$ cat config.mk
export PLATFORM = sky130hd
export DESIGN_NAME = npi_ict_wr
export DESIGN_NICKNAME = d
export VERILOG_FILES = /design/src/rtl/npi_ict_wr.sv
export SDC_FILE = /design/constraint.sdc
export NUM_CORES = 1
export LEC_CHECK = 0
export ABC_AREA = 1
export BUFFER_PORTS_ARGS = -buffer_cell sky130_fd_sc_hd__buf_4
export CAP_MARGIN = 30
export CORE_ASPECT_RATIO = 0.8
export CORE_UTILIZATION = 45
export DETAILED_ROUTE_END_ITERATION = 7
export HOLD_SLACK_MARGIN = 0.03
export PLACE_DENSITY = 0.7
export SLEW_MARGIN = 20
export SYNTH_ARGS = -nofsm -noshare
export SYNTH_HDL_FRONTEND = slang
export SYNTH_SLANG_ARGS = --single-unit
$ cat constraint.sdc
create_clock -name Clk -period 1.9 [get_ports Clk]
set_input_delay 0.095 -clock Clk [delete_from_list [all_inputs] [get_ports Clk]]
set_output_delay 0.095 -clock Clk [all_outputs]
set_load 0.02 [all_outputs]
$ cat src/rtl/npi_ict_wr.sv
// NPI interconnect write path: queues {len, port} commands and moves each burst from the
// selected client write-data FIFO into the MPMC PIM write FIFO. Debug bus: NPI_ICT_WR_DBG_EN.
module npi_ict_wr #(
    parameter int unsigned C_PIM_DATA_WIDTH = 64,
    parameter int unsigned C_NUM_PORTS      = 8
) (
    input  logic                            Clk,
    input  logic                            Rst_n,
    input  logic                            wrsts_wren,
    input  logic [5:0]                      wrsts_len,
    input  logic [2:0]                      wrsts_nr,
    output logic                            wrsts_afull,
    input  logic [C_NUM_PORTS-1:0]          Port_Empty,
    output logic                            Port_Pop,
    output logic [2:0]                      Port_Pop_sel,
    input  logic [C_PIM_DATA_WIDTH-1:0]     Port_Data,
    input  logic                            PIM_WrFIFO_AlmostFull,
    output logic                            PIM_WrFIFO_Push,
    output logic [C_PIM_DATA_WIDTH-1:0]     PIM_WrFIFO_Data,
    output logic [C_PIM_DATA_WIDTH/8-1:0]   PIM_WrFIFO_BE,
    output logic                            PIM_WrFIFO_Flush,
    output logic [15:0]                     npi_ict_dbg
);

    typedef enum logic [1:0] {
        S_IDLE = 2'd0,
        S_DATA = 2'd1,
        S_DONE = 2'd2
    } state_e;

    state_e r_state, w_state_nxt;

    logic [8:0] r_q_mem [8];
    logic [2:0] r_q_wptr;
    logic [2:0] r_q_rptr;
    logic [3:0] r_q_cnt;
    logic       r_afull;
    logic       w_q_full;
    logic       w_q_empty;
    logic       w_q_wr;
    logic       w_q_rd;
    logic [5:0] w_head_len;
    logic [2:0] w_head_nr;

    logic [6:0] r_len;
    logic [2:0] r_sel;
    logic       w_load;
    logic       w_pop;
    logic       w_pop_ok;
    logic [7:0] w_empty_pad;

    logic                        r_pop_d1;
    logic                        r_push;
    logic [C_PIM_DATA_WIDTH-1:0] r_data;

    // ---------------- status queue ----------------
    assign w_q_full   = (r_q_cnt == 4'd8);
    assign w_q_empty  = (r_q_cnt == 4'd0);
    assign w_q_wr     = wrsts_wren && !w_q_full;
    assign w_head_len = r_q_mem[r_q_rptr][8:3];
    assign w_head_nr  = r_q_mem[r_q_rptr][2:0];

    always_ff @(posedge Clk) begin
        if (w_q_wr) begin
            r_q_mem[r_q_wptr] <= {wrsts_len, wrsts_nr};
        end
    end

    always_ff @(posedge Clk or negedge Rst_n) begin
        if (!Rst_n) begin
            r_q_wptr <= 3'd0;
            r_q_rptr <= 3'd0;
            r_q_cnt  <= 4'd0;
            r_afull  <= 1'b0;
        end else begin
            if (w_q_wr) begin
                r_q_wptr <= r_q_wptr + 3'd1;
            end
            if (w_q_rd) begin
                r_q_rptr <= r_q_rptr + 3'd1;
            end
            unique case ({w_q_wr, w_q_rd})
                2'b10:   r_q_cnt <= r_q_cnt + 4'd1;
                2'b01:   r_q_cnt <= r_q_cnt - 4'd1;
                default: r_q_cnt <= r_q_cnt;
            endcase
            // Registered from the current count, so it trails the count by one cycle.
            r_afull <= (r_q_cnt >= 4'd6);
        end
    end

    // ---------------- burst FSM ----------------
    always_comb begin
        w_empty_pad                  = '1;
        w_empty_pad[C_NUM_PORTS-1:0] = Port_Empty;
    end

    assign w_pop_ok = !w_empty_pad[r_sel] && !PIM_WrFIFO_AlmostFull;

    always_ff @(posedge Clk or negedge Rst_n) begin
        if (!Rst_n) begin
            r_state <= S_IDLE;
        end else begin
            r_state <= w_state_nxt;
        end
    end

    always_comb begin
        w_state_nxt = r_state;
        unique case (r_state)
            S_IDLE: if (!w_q_empty) w_state_nxt = S_DATA;
            S_DATA: if (w_pop && (r_len == 7'd1)) w_state_nxt = S_DONE;
            S_DONE: w_state_nxt = S_IDLE;
            default: w_state_nxt = S_IDLE;
        endcase
    end

    always_comb begin
        w_load = 1'b0;
        w_pop  = 1'b0;
        w_q_rd = 1'b0;
        unique case (r_state)
            S_IDLE: w_load = !w_q_empty;
            S_DATA: w_pop  = w_pop_ok;
            S_DONE: w_q_rd = 1'b1;
            default: ;
        endcase
    end

    always_ff @(posedge Clk or negedge Rst_n) begin
        if (!Rst_n) begin
            r_len <= 7'd0;
            r_sel <= 3'd0;
        end else if (w_load) begin
            r_len <= (w_head_len == 6'd0) ? 7'd64 : {1'b0, w_head_len};
            r_sel <= w_head_nr;
        end else if (w_pop) begin
            r_len <= r_len - 7'd1;
        end
    end

    // ---------------- push pipeline ----------------
    // Port_Data arrives the cycle after the pop; issued pops always complete as pushes.
    always_ff @(posedge Clk or negedge Rst_n) begin
        if (!Rst_n) begin
            r_pop_d1 <= 1'b0;
            r_push   <= 1'b0;
            r_data   <= '0;
        end else begin
            r_pop_d1 <= w_pop;
            r_push   <= r_pop_d1;
            if (r_pop_d1) begin
                r_data <= Port_Data;
            end
        end
    end

    assign wrsts_afull      = r_afull;
    assign Port_Pop         = w_pop;
    assign Port_Pop_sel     = r_sel;
    assign PIM_WrFIFO_Push  = r_push;
    assign PIM_WrFIFO_Data  = r_data;
    assign PIM_WrFIFO_BE    = '1;
    assign PIM_WrFIFO_Flush = 1'b0;

`ifdef NPI_ICT_WR_DBG_EN
    logic [15:0] r_dbg;

    always_ff @(posedge Clk or negedge Rst_n) begin
        if (!Rst_n) begin
            r_dbg <= 16'h0;
        end else begin
            r_dbg <= {r_len[4:0], r_sel, r_push, w_pop, wrsts_wren, r_afull, w_q_rd,
                      w_q_empty, r_state};
        end
    end

    assign npi_ict_dbg = r_dbg;
`else
    assign npi_ict_dbg = 16'h0;
`endif

endmodule

* Word level (Yosys, flattened, before mapping)
Memory sizes are Yosys's and may differ from the RTL's. Index checks and enable logic that the tools add are counted.
Word-level totals: register bits after elaboration 89, bits in writable memories 72, output and inout bits 95, memories kept 1
Memory list:
- r_q_mem | words 8, width 9, read ports 1, clocked after Yosys merged registers in 0, write ports 1, RTL line 33 | logic [8:0] r_q_mem [8];
Operators by class: add/sub/neg operators 5, $lt $le $gt $ge 2, eq/ne operators 8, mux-type cells 14, reduce and logical (&&, ||, !) cells 13
Operators by type and width (number):
- two-way mux 7 bit | 3
- case mux 4 bit (2 select lines) | 1
- equality test 7 x 1 -> 1 bit (second input constant) | 1
- subtractor 7 x 1 -> 7 bit (second input constant) | 1
- adder 3 x 1 -> 3 bit (second input constant) | 2
- logical NOT 6 bit | 1
- two-way mux 1 bit | 6
- adder 4 x 1 -> 4 bit (second input constant) | 1
- equality test 2 x 1 -> 1 bit (second input constant) | 2
- equality test 2 bit (second input constant) | 2
- equality test 4 bit (second input constant) | 1
- greater-or-equal comparator 4 x 3 -> 1 bit (second input constant) | 1
- logical NOT 1 bit | 4
- logical NOT 4 bit | 1
- less-than comparator 3 x 4 -> 1 bit (second input constant) | 1
- two-way mux 2 bit | 2
- != test 2 bit (second input constant) | 2
- case mux 2 bit (2 select lines) | 1
- nonzero test 2 bit | 2
- subtractor 4 x 1 -> 4 bit (second input constant) | 1
- binary-select mux 1 bit (select 3 bit) | 1
- logical AND 1 bit | 3
- logical NOT 2 bit | 1
- AND reduction 2 bit | 1

* Depth between registers and ports, before layout
Gate-level depths: netlist of run 1.
depth after elaboration 8, mapped depth 12, mapped depth without buffers 12

* Least setup slack after synthesis of run 1
OpenSTA, ideal clock, no wires.
path type register -> register, from register r_q_cnt[0], to register r_q_cnt[3], arrival time 1.710 ns, data required time 1.777 ns, path slack 0.067 ns, stages on the path, launching flop included 11, path buffers 0, period minus slack after synthesis 1.833 ns, cell sequence dfrtp_1 nor2_1 nand3_1 and2_2 inv_1 ha_1 xor2_1 nand2_1 o21ai_0 nand3_1 xor2_1
On the way: longest elaborated chain between the ends 5, elaborated cells between the ends (all ways) 9, those cells by class add/sub (2); eq/ne (3); mux (1); reduce/logical (3)
Ends and longest elaborated chain:
- start: declaration | RTL line 36 | logic [3:0] r_q_cnt;
- start signal: assignment | RTL line 83 | 2'b10: r_q_cnt <= r_q_cnt + 4'd1;
- start signal: assignment | RTL line 84 | 2'b01: r_q_cnt <= r_q_cnt - 4'd1;
- start signal: assignment | RTL line 85 | default: r_q_cnt <= r_q_cnt;
- equality test 4 bit | RTL line 57 | assign w_q_full = (r_q_cnt == 4'd8);
- logical NOT 1 bit | RTL line 59 | assign w_q_wr = wrsts_wren && !w_q_full;
- logical AND 1 bit | RTL line 59
- equality test 2 x 1 -> 1 bit or equality test 2 bit (tied branches) | RTL line 82 | unique case ({w_q_wr, w_q_rd})
- case mux 4 bit (2 select lines) or nonzero test 2 bit (tied branches)
Parallel ways exist; a longest one is shown, timed or not. A chain may end at the register's enable or synchronous reset.

* Worst setup path after layout of run 1
from register r_q_cnt[2], to memory r_q_mem[5][8] (enable)
On the way: longest elaborated chain between the ends 5
Ends and longest elaborated chain:
- equality test 4 bit | RTL line 57
- logical NOT 1 bit | RTL line 59
- logical AND 1 bit | RTL line 59
- two-way mux 1 bit | RTL line 64 | if (w_q_wr) begin
- two-way mux 1 bit (implied by the code) | RTL line 65 | r_q_mem[r_q_wptr] <= {wrsts_len, wrsts_nr};
- end: declaration | RTL line 33
No other way between the ends.

==> run summary, run 1 <==
- setup slack of the worst register-to-register path: 0.09 ns
- total count of hold-check failures in the final report: 0
- share of the synthesized area in the top cell type: 32.28%
- sequential group share of total power: 37.1%
- Comb pwr share: 39.9%
- switching fraction of total power: 34.88%
- signal arrival time at the worst endpoint: 1.87 ns
- # setup viols final: 0
- result of the run: finished clean
- fill cell count: 1,079
- number of placed I/O pins: 180
- Power Internal: 9683 µW
- RR Endpoint: r_q_mem[5][8]
- # diodes: 0
- total power after layout: 14,870 µW
- area of placed instances: 8252 µm²
- slew at the pin closest to its max-slew limit: 0.7739 ns
- GP Congestion: 0.8795
- count of buffers inserted at the top-level ports: 154
- type of element capturing the critical path: register
- cell types occupying the most area after synthesis: sky130_fd_sc_hd__dfrtp_1 (32%), sky130_fd_sc_hd__edfxtp_1 (31%), sky130_fd_sc_hd__mux2_2 (10%), sky130_fd_sc_hd__nand2_1 (5.8%), sky130_fd_sc_hd__buf_4 (3.3%)
- post-synthesis to final-layout area growth: 39.76%
- post-synthesis cell count: 596
- pin count of the biggest net entering global routing: 41
- slowest stage cell, crit path: sky130_fd_sc_hd__nor2_1
- initial antenna violation count: 0
- die height: 112.8 µm
- time the worst path needs with I/O delays and setup: 1.814 ns
- Synth Warn #: 0
- max-slew violation total from the final report: 0
- RSZ-0062 raised after global routing: yes
- DR DRC count: 0
- most frequent standard cell in the layout excluding fill and tap cells: sky130_fd_sc_hd__buf_4
- critical path peak fanout: 9
- number of buffers added by the clock tree synthesis step: 17
- distinct cell type count after synthesis: 27
- area leader, netlist: sky130_fd_sc_hd__dfrtp_1
- die footprint: 15,840 µm²
- setup slack at placement: 0.003897 ns
- number of detailed-routing iterations run before antenna repair: 4
- Remaining Overflow, GRT: 0
- most frequent cells in the layout: sky130_fd_sc_hd__buf_4 (172), sky130_fd_sc_hd__nand2_1 (107), sky130_fd_sc_hd__dfrtp_1 (88)
- clock-pin slew reported for the worst setup and hold paths after clock tree synthesis: 0.06 ns
- post-synthesis instance area: 6900 µm²
- placeable core region: 15,010 µm²
- sinks on the clock net: 161
- least setup slack across all paths after layout: 0.08570 ns
- maximum clock path buffer count: 2
- num rows: 40
- clock latency on the worst-skew pair: 0.42 ns
- Startpoint Class: register
- via count of the first global-routing pass: 5,265
- register area share after synthesis: 63.61%
- total power density per cell area: 1542 nW/µm²
- Wirelength per Cell: 16.01 µm
- maxcap violations: 0
- Root Driver: sky130_fd_sc_hd__clkbuf_16
- post-detailed-route via-to-cell ratio: 4.846
- slew margin rel.: 48.22%
- fraction of final layout cells with drive strength greater than 1: 33.06%
- TritonCTS clock tree: yes
- type of the setup path with the least slack: reg -> reg
- post-route cell area: 9644 µm²
- Static Leak: 0.004341 µW
- synthesized area divided by synthesized cell count: 11.58 µm²
- final core area utilization: 64.23%
- cells along the critical path: inv_1 > nand3_1 > and2_2 > nand2_1 > nor2_1
- Fmax achieved: 551.2 MHz
- worst clock skew: 0.007012 ns
- half-perimeter wire length of the detailed placement result: 11,060 µm
- Max VDD drop: 740.3 µV
- post-detailed-routing wire length: 16,740 µm
- part of the cycle the worst path needs: 95.49%
- destination of the critical timing path: r_q_mem[5][8]
- initial DRC count: 317
- maximum single-stage delay on the critical path: 0.62 ns
- starting utilization of the core area: 45.96%
- clock share of power: 23.0%
- R2R Path Start: r_q_cnt[2]
- GR Util All Layers: 22.12%
- number of cells traversed by the worst register-to-register path: 5
- die width: 140.4 µm
- antenna violation net count after detailed routing: 0
- vias after detailed routing: 5,064
- register bit total from synthesis: 161
- class of the worst hold path: in -> reg
- CP startpoint: r_q_cnt[2]
- H-Tree Depth: 4
- number of nets at the end of the flow: 935
- first-pass GRT wire length: 26,340 µm
- net switching power: 5186 µW
- CP required: 1.95 ns
## cells in the mapped netlist (all sizes together)
cell    count
xor2        6
nand4       1
clkbuf      2
nor3        2
inv        55
buf        43
o21ai      42
clkinv      1
xnor2       5
nand3      36
or2         1
conb        2
a21oi       2
ha          7
edfxtp     72
and2        1
dfrtp      89
o22ai       6
nor2       51
nand2     108
mux2       64
## logic make-up after synthesis
kind of cell	Yosys count	share of synthesized area, %
buf+inv	101	7.634
xor+xnor	11	1.396
other cells	2	0.1088
mux	64	10.44
simple gates	200	11.80
flops	161	63.61
fa+ha+maj	7	1.269
compound gates	50	3.735
## power by group through the flow
stage	combinational (µW)	clock [µW]	sequential [µW]
after floorplan	2690	0	6340
after global placement	5580	0	5470
after detailed placement	5720	0	5540
after CTS	5880	3470	5480
after global routing	6410	3630	5650
final	5940	3420	5510
## through the flow
step	setup TNS (ns)	cells	hold slack, ns
after floorplan	0	619	-0.2006
after global placement	0	937	0.1100
after detailed placement	0	937	0.1164
after CTS	0	1044	0.08492
after global routing	-1.847	1045	0.1179
final	0	1045	0.1099
## layer usage
layer  wire length (µm)  vias up  track usage (%)
li1                   -     2424                -
met5                  0        -                0
met4                229        0            7.179
met2               8276      172            38.50
met1               7108     2448            26.56
met3               1122       20            6.390
## what timing repair did
item                       4_1_cts  5_1_grt
hold buffers                    75        0
hold endpoints to repair       176        0
setup endpoints to repair        2       57
cloned                           0        0
buffers inserted                 0        1
pin swaps                        0        3
gates resized for setup          2        8
## sequential cells by signal (all words and copies together), names as in the netlist
name / count
r_q_rptr: 3
r_pop_d1: 1
PIM_WrFIFO_Data: 64
r_q_wptr: 3
PIM_WrFIFO_Push: 1
Port_Pop_sel: 3
r_state: 2
r_q_cnt: 4
wrsts_afull: 1
r_q_mem: 72
r_len: 7
## worst max-delay path: cells and delay by family, from the launching register on
kind                   cells  cell delay, ns
buffers and inverters      1            0.06
AND/OR/NAND/NOR            4            1.02
flip-flops                 1            0.37
## worst min path at each step
stage | startpoint | to | cells past startpoint
2_1_floorplan | Rst_n | PIM_WrFIFO_Data[0] | 0
3_3_place_gp | Rst_n | wrsts_afull | 1
3_5_place_dp | Rst_n | r_q_cnt[0] | 1
4_1_cts | wrsts_wren | r_q_wptr[1] | 3
5_1_grt | wrsts_wren | r_q_wptr[1] | 3
6_report | wrsts_wren | r_q_wptr[1] | 3
## cell type report
cell class              count  area [µm²]  share of cell area, %
clock inverters             9       103.9                  1.077
multi-input cells         357        2102                  21.80
inverters                  56       210.2                  2.180
well taps                 189       236.5                  2.452
clock buffers              23       499.2                  5.176
flip-flops and latches    161        4390                  45.52
repair buffers            250        2102                  21.80
Power figures use the tool's default switching activity.
==> run 2: changes to the inputs <==
CORE_UTILIZATION = 40   (was 45)
CTS_BUF_LIST = sky130_fd_sc_hd__clkbuf_4   (was not set)
PLACE_DENSITY = 0.64   (was 0.7)
==> run summary, run 2 (synthesized netlist as in run 1, its figures left out) <==
- vias after detailed routing: 5,013, was 5,064
- Max VDD drop: 621.0 µV, was 740.3 µV
- least setup slack across all paths after layout: 0.07542 ns, was 0.08570 ns
- fill cell count: 1,365, was 1,079
- kind of cell adding the most delay to the critical path: simple AND/OR/NAND/NOR gates, unchanged
- post-detailed-routing wire length: 16,150 µm, was 16,740 µm
- clock-pin slew reported for the worst setup and hold paths after clock tree synthesis: 0.13 ns, was 0.06 ns
- hold_ws: 0.06600 ns, was 0.1099 ns
- # diodes: 0, unchanged
- setup slack of the worst register-to-register path: 0.08 ns, was 0.09 ns
- slowest stage cell, crit path: sky130_fd_sc_hd__nor2_1, unchanged
- most frequent standard cell in the layout excluding fill and tap cells: sky130_fd_sc_hd__buf_4, unchanged
- DR DRC count: 0, unchanged
- GP Congestion: 0.8800, was 0.8795
- CP required: 2.06 ns, was 1.95 ns
- placeable core region: 16,710 µm², was 15,010 µm²
- max-slew violation total from the final report: 0, unchanged
- via count of the first global-routing pass: 4,991, was 5,265
- Final Instance Count excl. Fillers: 1,079, was 1,045
- RR Endpoint: r_q_mem[7][4], was r_q_mem[5][8]
- Comb pwr share: 44.8%, was 39.9%
- result of the run: finished clean, unchanged
- signal arrival time at the worst endpoint: 1.98 ns, was 1.87 ns
- number of nets at the end of the flow: 939, was 935
- Wirelength per Cell: 14.97 µm, was 16.01 µm
- number of cells after detailed placement: 967, was 937
- Static Leak: 0.004215 µW, was 0.004341 µW
- R2R Path Start: r_q_cnt[2], unchanged
- starting utilization of the core area: 41.29%, was 45.96%
- RSZ-0062 raised after global routing: yes, unchanged
- number of cells traversed by the worst register-to-register path: 5, unchanged
- number of detailed-routing iterations run before antenna repair: 4, unchanged
- die footprint: 17,780 µm², was 15,840 µm²
- cells along the critical path: inv_1 > nand3_1 > and2_4 > nand2_1 > nor2_1, was inv_1 > nand3_1 > and2_2 > nand2_1 > nor2_1
- critical path peak fanout: 9, unchanged
- half-perimeter wire length of the detailed placement result: 11,350 µm, was 11,060 µm
- buffer and inverter count on the worst path: 1, unchanged
- sequential group share of total power: 41.0%, was 37.1%
- Root Driver: sky130_fd_sc_hd__clkbuf_4, was sky130_fd_sc_hd__clkbuf_16
- class of the worst hold path: in -> async, was in -> reg
- sinks on the clock net: 161, unchanged
- maximum single-stage delay on the critical path: 0.61 ns, was 0.62 ns
- area of all sequential standard cells: 4392 µm², was 4390 µm²
- area of the multi-input gates: 2121 µm², was 2102 µm²
- net switching power: 4968 µW, was 5186 µW
- die width: 148.8 µm, was 140.4 µm
- pin count of the biggest net entering global routing: 50, was 41
- Power Internal: 8386 µW, was 9683 µW
- clock latency on the worst-skew pair: 0.53 ns, was 0.42 ns
- initial antenna violation count: 0, unchanged
- type of the setup path with the least slack: reg -> reg, unchanged
- slew at the pin closest to its max-slew limit: 0.7753 ns, was 0.7739 ns
- post-detailed-route via-to-cell ratio: 4.646, was 4.846
- total count of hold-check failures in the final report: 0, unchanged
- antenna violation net count after detailed routing: 0, unchanged
- TritonCTS clock tree: yes, unchanged
- number of placed I/O pins: 180, unchanged
- worst clock skew: 0.02209 ns, was 0.007012 ns
- number of buffers added by the clock tree synthesis step: 17, unchanged
- maxcap violations: 0, unchanged
- count of buffers inserted at the top-level ports: 154, unchanged
- switching fraction of total power: 37.20%, was 34.88%
- Remaining Overflow, GRT: 0, unchanged
- clock share of power: 14.2%, was 23.0%
- part of the cycle the worst path needs: 96.03%, was 95.49%
- Fmax achieved: 548.1 MHz, was 551.2 MHz
- die height: 119.5 µm, was 112.8 µm
- type of element capturing the critical path: register, unchanged
- H-Tree Depth: 4, unchanged
- slew margin rel.: 48.12%, was 48.22%
- num rows: 42, was 40
- time the worst path needs with I/O delays and setup: 1.825 ns, was 1.814 ns
- maximum clock path buffer count: 2, unchanged
- Fin Setup TNS: 0 ns, unchanged
- first-pass GRT wire length: 25,270 µm, was 26,340 µm
- total power density per cell area: 1421 nW/µm², was 1542 nW/µm²
- post-synthesis to final-layout area growth: 36.19%, was 39.76%
- initial DRC count: 288, was 317
- most frequent cells in the layout: sky130_fd_sc_hd__buf_4 (173), sky130_fd_sc_hd__nand2_1 (104), sky130_fd_sc_hd__dfrtp_1 (87), was sky130_fd_sc_hd__buf_4 (172), sky130_fd_sc_hd__nand2_1 (107), sky130_fd_sc_hd__dfrtp_1 (88)
- number of flip-flops in the largest register: 72, unchanged
- setup slack at placement: -0.02470 ns, was 0.003897 ns
- fraction of final layout cells with drive strength greater than 1: 33.76%, was 33.06%
- Most flops, register: r_q_mem, unchanged
- # setup viols final: 0, unchanged
- GR Util All Layers: 18.74%, was 22.12%
- Startpoint Class: register, unchanged
-- run 2: changes by cell type in the layout (fill, tap and decap cells not counted), sizes merged --
cell | before | now
dlygate4sd3 | 75 | 77
clkbuf | 23 | 18
buf | 175 | 177
inv | 55 | 59
-- run 2: per-stage QoR --
step | total power, µW | cell area, µm² | utilization [%]
floorplan | 9025 | 6987 | -
global placement | 11070 | 8283 | 49.57
detailed placement | 11240 | 8283 | 49.57
CTS | 13340 | 9348 | 55.94
global route | 14190 | 9398 | 56.24
finish | 13350 | 9398 | 56.24
-- run 2: worst max-delay path by stage --
stage / start / endpoint / slack [ns] / depth (start not counted)
4_1_cts: r_q_cnt[2] / r_q_mem[3][7] / 0.006 / 5
5_1_grt: r_q_cnt[2] / r_q_mem[7][6] / -0.08 / 5
3_3_place_gp: r_q_cnt[0] / r_q_cnt[3] / 0.03 / 10
2_1_floorplan: r_q_cnt[0] / r_q_cnt[3] / 0.07 / 10
6_report: r_q_cnt[2] / r_q_mem[7][4] / 0.08 / 5
3_5_place_dp: r_q_cnt[0] / r_q_cnt[3] / -0.02 / 10
-- run 2: area by class of cell --
class / count / share of cell area (%)
flip-flops and latches: 161 / 46.73
repair buffers: 254 / 22.78
multi-input cells: 357 / 22.57
well taps: 220 / 2.929
inverters: 56 / 2.290
clock inverters: 13 / 1.265
clock buffers: 18 / 1.438
-- run 2: repair_timing --
| item | CTS | global route |
|---|---|---|
| endpoints found under the setup margin | 3 | 76 |
| pin swaps | 1 | 10 |
| cloned | 0 | 0 |
| gates resized for setup | 6 | 14 |
| endpoints found under the hold margin | 232 | 0 |
| buffers inserted | 1 | 3 |
| hold buffers | 77 | 0 |
-- run 2: metal layers --
metal | part of all wire [%] | GRT usage [%] | up-vias
li1 | - | - | 2426
met1 | 45 | 24.15 | 2417
met2 | 48 | 30.78 | 156
met3 | 6.4 | 5.249 | 14
met4 | 1.1 | 5.421 | 0
met5 | 0 | 0 | -
-- run 2: power by group through the flow --
stage	clock [µW]	combinational, µW	sequential, µW
after floorplan	0	2690	6340
after global placement	0	5590	5480
after detailed placement	0	5700	5540
after CTS	1970	5920	5450
after global routing	2090	6500	5600
final	1900	5980	5470
